==> src/rtl/rom_ahb_ws_pkg.sv <==
// rom_ahb_ws_pkg: shared configuration, AHB transfer constants and ROM image helper

package config_pkg;
    localparam int XLEN    = 64;
    localparam int PA_BITS = 32;
endpackage

package ahb_pkg;
    localparam logic [1:0] HTRANS_IDLE   = 2'b00;
    localparam logic [1:0] HTRANS_BUSY   = 2'b01;
    localparam logic [1:0] HTRANS_NONSEQ = 2'b10;
    localparam logic [1:0] HTRANS_SEQ    = 2'b11;
endpackage

package rom_ahb_ws_pkg;
    import config_pkg::*;

    // wide enough for the largest legal wait-state count (15)
    localparam int WS_W = 4;

    // Preloaded ROM image: word idx holds {C0DE_0000 | idx, ~idx}
    function automatic logic [XLEN-1:0] rom_image_word(input logic [31:0] idx);
        return XLEN'({32'hC0DE_0000 | idx, ~idx});
    endfunction
endpackage

==> src/rtl/rom_ahb_ws_if.sv <==
// rom_ahb_ws_if: AHB-lite slave-side signal bundle for the ROM

interface rom_ahb_ws_if;
    import config_pkg::*;

    logic               HSELRom;
    logic [PA_BITS-1:0] HADDR;
    logic               HWRITE;
    logic               HREADY;
    logic [1:0]         HTRANS;
    logic [XLEN-1:0]    HREADRom;
    logic               HRESPRom;
    logic               HREADYRom;

    modport master (
        output HSELRom, HADDR, HWRITE, HREADY, HTRANS,
        input  HREADRom, HRESPRom, HREADYRom
    );

    modport slave (
        input  HSELRom, HADDR, HWRITE, HREADY, HTRANS,
        output HREADRom, HRESPRom, HREADYRom
    );
endinterface

==> src/rtl/rom_ahb_ws_rom1p1r.sv <==
// rom1p1r: single-port ROM with registered output that holds while ce is low

module rom1p1r
    import rom_ahb_ws_pkg::*;
#(
    parameter int ADDR_WIDTH = 13,
    parameter int DATA_WIDTH = 64,
    parameter int PRELOAD    = 0
) (
    input  logic                  i_clk,
    input  logic                  i_ce,
    input  logic [ADDR_WIDTH-1:0] i_addr,
    output logic [DATA_WIDTH-1:0] o_q
);
    logic [DATA_WIDTH-1:0] r_q;

    // read the addressed word only on ce, otherwise keep the last word
    always_ff @(posedge i_clk) begin
        if (i_ce)
            r_q <= (PRELOAD != 0) ? DATA_WIDTH'(rom_image_word(32'(i_addr))) : '0;
    end

    assign o_q = r_q;
endmodule

==> src/rtl/rom_ahb_ws.sv <==
// rom_ahb_ws: AHB-lite ROM slave with programmable read wait states and error responses

module rom_ahb_ws
    import config_pkg::*;
    import ahb_pkg::*;
    import rom_ahb_ws_pkg::*;
#(
    parameter int RANGE        = 65535,
    parameter int PRELOAD      = 0,
    parameter int WAIT_STATES  = 0,
    parameter int ERR_ON_WRITE = 1
) (
    input  logic         HCLK,
    input  logic         HRESETn,
    rom_ahb_ws_if.slave  bus
);
    localparam int OFFSET     = $clog2(XLEN / 8);
    localparam int ADDR_WIDTH = $clog2(RANGE / 8);

    typedef enum logic [1:0] {READY, WAIT, ERR1, ERR2} state_t;

    state_t          r_state, w_state_nxt;
    logic [WS_W-1:0] r_cnt, w_cnt_nxt;
    logic            w_accept, w_in_range, w_err, w_read;
    logic            w_hready, w_hresp;

    // only READY and ERR2 can take a new address phase
    assign w_accept   = bus.HSELRom & bus.HREADY
                      & ((bus.HTRANS == HTRANS_NONSEQ) | (bus.HTRANS == HTRANS_SEQ))
                      & ((r_state == READY) | (r_state == ERR2));
    assign w_in_range = bus.HADDR <= PA_BITS'(RANGE);
    assign w_err      = w_accept & (~w_in_range | (bus.HWRITE & (ERR_ON_WRITE != 0)));
    assign w_read     = w_accept & w_in_range & ~bus.HWRITE;

    // state and wait counter, cleared asynchronously
    always_ff @(posedge HCLK or negedge HRESETn) begin
        if (!HRESETn) begin
            r_state <= READY;
            r_cnt   <= '0;
        end else begin
            r_state <= w_state_nxt;
            r_cnt   <= w_cnt_nxt;
        end
    end

    // next state, wait countdown and response outputs
    always_comb begin
        w_state_nxt = READY;
        w_cnt_nxt   = r_cnt;
        w_hready    = 1'b1;
        w_hresp     = 1'b0;
        case (r_state)
            READY, ERR2: begin
                w_hresp     = (r_state == ERR2);
                w_state_nxt = w_err ? ERR1 : (w_read && WAIT_STATES > 0) ? WAIT : READY;
                w_cnt_nxt   = w_read ? WS_W'(WAIT_STATES) : '0;
            end
            WAIT: begin
                w_hready    = 1'b0;
                w_cnt_nxt   = r_cnt - WS_W'(1);
                w_state_nxt = (r_cnt == WS_W'(1)) ? READY : WAIT;
            end
            ERR1: begin
                w_hready    = 1'b0;
                w_hresp     = 1'b1;
                w_state_nxt = ERR2;
            end
            default: w_state_nxt = READY;
        endcase
    end

    assign bus.HREADYRom = w_hready;
    assign bus.HRESPRom  = w_hresp;

    rom1p1r #(
        .ADDR_WIDTH (ADDR_WIDTH),
        .DATA_WIDTH (XLEN),
        .PRELOAD    (PRELOAD)
    ) u_rom (
        .i_clk  (HCLK),
        .i_ce   (w_read),
        .i_addr (bus.HADDR[ADDR_WIDTH+OFFSET-1:OFFSET]),
        .o_q    (bus.HREADRom)
    );
endmodule

==> src/flat_wrapper.sv <==
// flat-port wrapper written by rule: the top's interface ports become plain ports
module rom_ahb_ws_flat import config_pkg::*; import ahb_pkg::*; import rom_ahb_ws_pkg::*;
#(
    parameter int RANGE        = 65535,
    parameter int PRELOAD      = 0,
    parameter int WAIT_STATES  = 0,
    parameter int ERR_ON_WRITE = 1
)
  (HCLK, HRESETn, bus_HSELRom, bus_HADDR, bus_HWRITE, bus_HREADY, bus_HTRANS, bus_HREADRom, bus_HRESPRom, bus_HREADYRom);
  rom_ahb_ws_if bus_i ();
  input  logic HCLK;
  input  logic HRESETn;
  input wire logic [$bits(bus_i.HSELRom)-1:0] bus_HSELRom;
  input wire logic [$bits(bus_i.HADDR)-1:0] bus_HADDR;
  input wire logic [$bits(bus_i.HWRITE)-1:0] bus_HWRITE;
  input wire logic [$bits(bus_i.HREADY)-1:0] bus_HREADY;
  input wire logic [$bits(bus_i.HTRANS)-1:0] bus_HTRANS;
  output wire logic [$bits(bus_i.HREADRom)-1:0] bus_HREADRom;
  output wire logic [$bits(bus_i.HRESPRom)-1:0] bus_HRESPRom;
  output wire logic [$bits(bus_i.HREADYRom)-1:0] bus_HREADYRom;
  assign bus_i.HSELRom = bus_HSELRom;
  assign bus_i.HADDR = bus_HADDR;
  assign bus_i.HWRITE = bus_HWRITE;
  assign bus_i.HREADY = bus_HREADY;
  assign bus_i.HTRANS = bus_HTRANS;
  assign bus_HREADRom = bus_i.HREADRom;
  assign bus_HRESPRom = bus_i.HRESPRom;
  assign bus_HREADYRom = bus_i.HREADYRom;
  rom_ahb_ws #(.RANGE(RANGE), .PRELOAD(PRELOAD), .WAIT_STATES(WAIT_STATES), .ERR_ON_WRITE(ERR_ON_WRITE)) u_core (.HCLK(HCLK), .HRESETn(HRESETn), .bus(bus_i));
endmodule
==> config.mk <==
export PLATFORM = sky130hd
export DESIGN_NAME = rom_ahb_ws_flat
export DESIGN_NICKNAME = d
export VERILOG_FILES = /design/src/rtl/rom_ahb_ws_pkg.sv /design/src/rtl/rom_ahb_ws_if.sv /design/src/rtl/rom_ahb_ws_rom1p1r.sv /design/src/rtl/rom_ahb_ws.sv /design/src/flat_wrapper.sv
export SDC_FILE = /design/constraint.sdc
export NUM_CORES = 1
export LEC_CHECK = 0
export ABC_AREA = 0
export CAP_MARGIN = 20
export CORE_UTILIZATION = 28
export DETAILED_ROUTE_END_ITERATION = 10
export PLACE_DENSITY = 0.92
export SLEW_MARGIN = 40
export SYNTH_ARGS = -nofsm -noshare
export SYNTH_HDL_FRONTEND = slang
export SYNTH_HIERARCHICAL = 1
export SYNTH_SLANG_ARGS = --single-unit
==> constraint.sdc <==
create_clock -name HCLK -period 1.9 [get_ports HCLK]
set_clock_uncertainty 0.15 [all_clocks]
set_input_delay 0.38 -clock HCLK [delete_from_list [all_inputs] [get_ports HCLK]]
set_output_delay 0.38 -clock HCLK [all_outputs]
set_load 0.005 [all_outputs]
==> impl_metrics.env <==
export IMPL_outcome="finished, final reports clean"
export IMPL_global_route_usage_over_all_layers=0.07886
export IMPL_clockPowerShare=0.142
export IMPL_tritoncts="done"
export IMPL_clock_path_buffers=2
export IMPL_synth_area_per_cell_um2=8.391
export IMPL_ff2ff_path_depth=6
export IMPL_io_buffer_count=23
export IMPL_final_setup_viol_count=0
export IMPL_grt_remaining_overflow=0
export IMPL_core_area_um2=3078
export IMPL_worstSkewPairLatency_ns=0.24
export IMPL_path_clk_slew_ns=0.05
export IMPL_finalHoldViolations=0
export IMPL_dieArea_um2=3499
export IMPL_num_fill_cells=328
export IMPL_via_count=602
export IMPL_cellPowerDensity_nw_per_um2=800.3
export IMPL_data_arrival_critical_path_ns=1.31
export IMPL_setup_reg_to_reg_worst_slack_ns=0.09
export IMPL_crit_path_top_delay_cell="sky130_fd_sc_hd__dfrtp_1"
export IMPL_area_delta_synth_final_pct=14.50
export IMPL_critical_path_required_ns=1.37
export IMPL_final_nets=188
export IMPL_syn_area_um2=914.6
export IMPL_utilization=0.3402
export IMPL_timing_critical_path_to_type="primary output"
export IMPL_critPathLaunchType="register"
export IMPL_antenna_cells=0
export IMPL_drt_antenna_violating_nets=0
export IMPL_cts_buffers_inserted=3
export IMPL_critical_path_reg2reg_endpoint="u_core/r_cnt[3]"
export IMPL_routed_wl_per_cell_um=6.989
export IMPL_post_route_period_util=0.9666
export IMPL_critPathMaxStageDelay_ns=0.39
export IMPL_layout_cells_most_common_list="64 x sky130_fd_sc_hd__conb_1, 21 x sky130_fd_sc_hd__clkdlybuf4s50_1, 6 x sky130_fd_sc_hd__o21ai_0, 6 x sky130_fd_sc_hd__dfrtp_1"
export IMPL_number_of_h_tree_branching_levels=1
export IMPL_totalWireLength_mm=1.286
export IMPL_power_share_combinational=0.583
export IMPL_layout_drive_gt1_share=0.1214
export IMPL_worst_hold_path_type="in2async"
export IMPL_criticalPathCategory="reg2out"
export IMPL_number_of_antenna_violations_at_the_first_check_in_global_routing=0
export IMPL_p_int_uw=520.5
export IMPL_drc=0
export IMPL_drv_cap=0
export IMPL_number_of_max_slew_violations_in_the_final_report=0
export IMPL_post_dp_hpwl_mm=1.171
export IMPL_whs_ns=0.2342
export IMPL_globalplace_congestion=0.6886
export IMPL_die_w_um=59.16
export IMPL_power_switching_fraction=0.3790
export IMPL_timing_critical_path_cells="buf_6 -> ha_4 -> or2_2 -> clkbuf_2"
export IMPL_max_freq_ghz=0.5445
export IMPL_cts_hold_repair_buffers=0
export IMPL_root_buffer="sky130_fd_sc_hd__clkbuf_4"
export IMPL_setup_total_negative_slack_ns=0
export IMPL_crit_reg2reg_launch="u_core/r_state[0]"
export IMPL_final_period_minus_worst_setup_slack_ns=1.836
export IMPL_max_vdd_ir_drop_uv=476.6
export IMPL_cellLeakagePower_nw=0.5355
export IMPL_grt_pass1_wl_mm=1.925
export IMPL_maximum_number_of_pins_on_one_net_before_global_route_repair=7
export IMPL_power_sequential_fraction=0.275
export IMPL_final_common_cell="sky130_fd_sc_hd__conb_1"
export IMPL_ios=105
export IMPL_yosys_warns=6
export IMPL_drtPass1Iterations=2
export IMPL_grt_pass1_vias=472
export IMPL_switchingPower_uw=317.7
export IMPL_vias_per_cell=3.272
export IMPL_worst_path_max_fanout=3
export IMPL_effective_utilization_at_floorplan=0.2972
export IMPL_synth_cells=109
export IMPL_row_count=20
export IMPL_dr_iter_0_viols=3
export IMPL_clock_sink_count=6
export IMPL_die_y_um=59.16
## worst max-delay path by stage
stage                                   end              start  cells after the start
after detailed placement  u_core/r_state[1]         bus_HWRITE                      4
after global routing        u_core/r_cnt[3]  u_core/r_state[0]                      6
after CTS                      bus_HRESPRom  u_core/r_state[1]                      4
final                          bus_HRESPRom  u_core/r_state[1]                      4
after floorplan             u_core/r_cnt[3]  u_core/r_state[0]                      5
after global placement    u_core/r_state[1]         bus_HWRITE                      4
## state kept, by name, summed over array words and instances, names as in the netlist
register,cells
u_core/r_cnt,4
u_core/r_state,2
## metal layers
metal	GRT usage	wire (µm)	part of all wire	vias up
li1	-	-	-	284
met1	0.06267	361	0.28	265
met2	0.1461	750	0.58	51
met3	0.04585	165	0.13	2
met4	0.04762	8	0.0062	0
met5	0	0	0	-
## critical path, delay by kind of cell, from the launching register on
family                   cells  cell delay, ns
adder cells (fa/ha/maj)      1            0.15
buffers and inverters        2            0.24
flip-flops                   1            0.39
AND/OR/NAND/NOR              1            0.28
## power by group through the flow
stage | Sequential (mW) | Clock, mW | Combinational [mW]
6_report | 0.230 | 0.119 | 0.489
5_1_grt | 0.238 | 0.135 | 0.565
4_1_cts | 0.227 | 0.125 | 0.467
3_5_place_dp | 0.236 | 0 | 0.412
3_3_place_gp | 0.229 | 0 | 0.391
2_1_floorplan | 0.220 | 0 | 0.326
## stage by stage
step | worst slack, ns | total power [mW] | cell area [µm²] | instances
2_1_floorplan | 0.3492 | 0.5459 | 1151 | 172
3_3_place_gp | -0.08930 | 0.6208 | 970.9 | 177
3_5_place_dp | -0.08899 | 0.6481 | 970.9 | 177
4_1_cts | -0.1156 | 0.8202 | 1027 | 183
5_1_grt | -0.002585 | 0.9383 | 1047 | 184
6_report | 0.06353 | 0.8381 | 1047 | 184
## timing repair
action	4_1_cts	5_1_grt
gates resized for setup	6	5
endpoints found under the setup margin	2	1
setup buffers	3	2
## area by class of cell
class,instances,area [µm²],area share
well taps,44,55.05,0.05257
flip-flops and latches,6,150.1,0.1434
inverters,5,18.77,0.01792
clock buffers,3,22.52,0.02151
multi-input cells,97,526.8,0.5030
repair buffers,29,274.0,0.2617
Note: power is estimated with default switching activity, not from simulation.
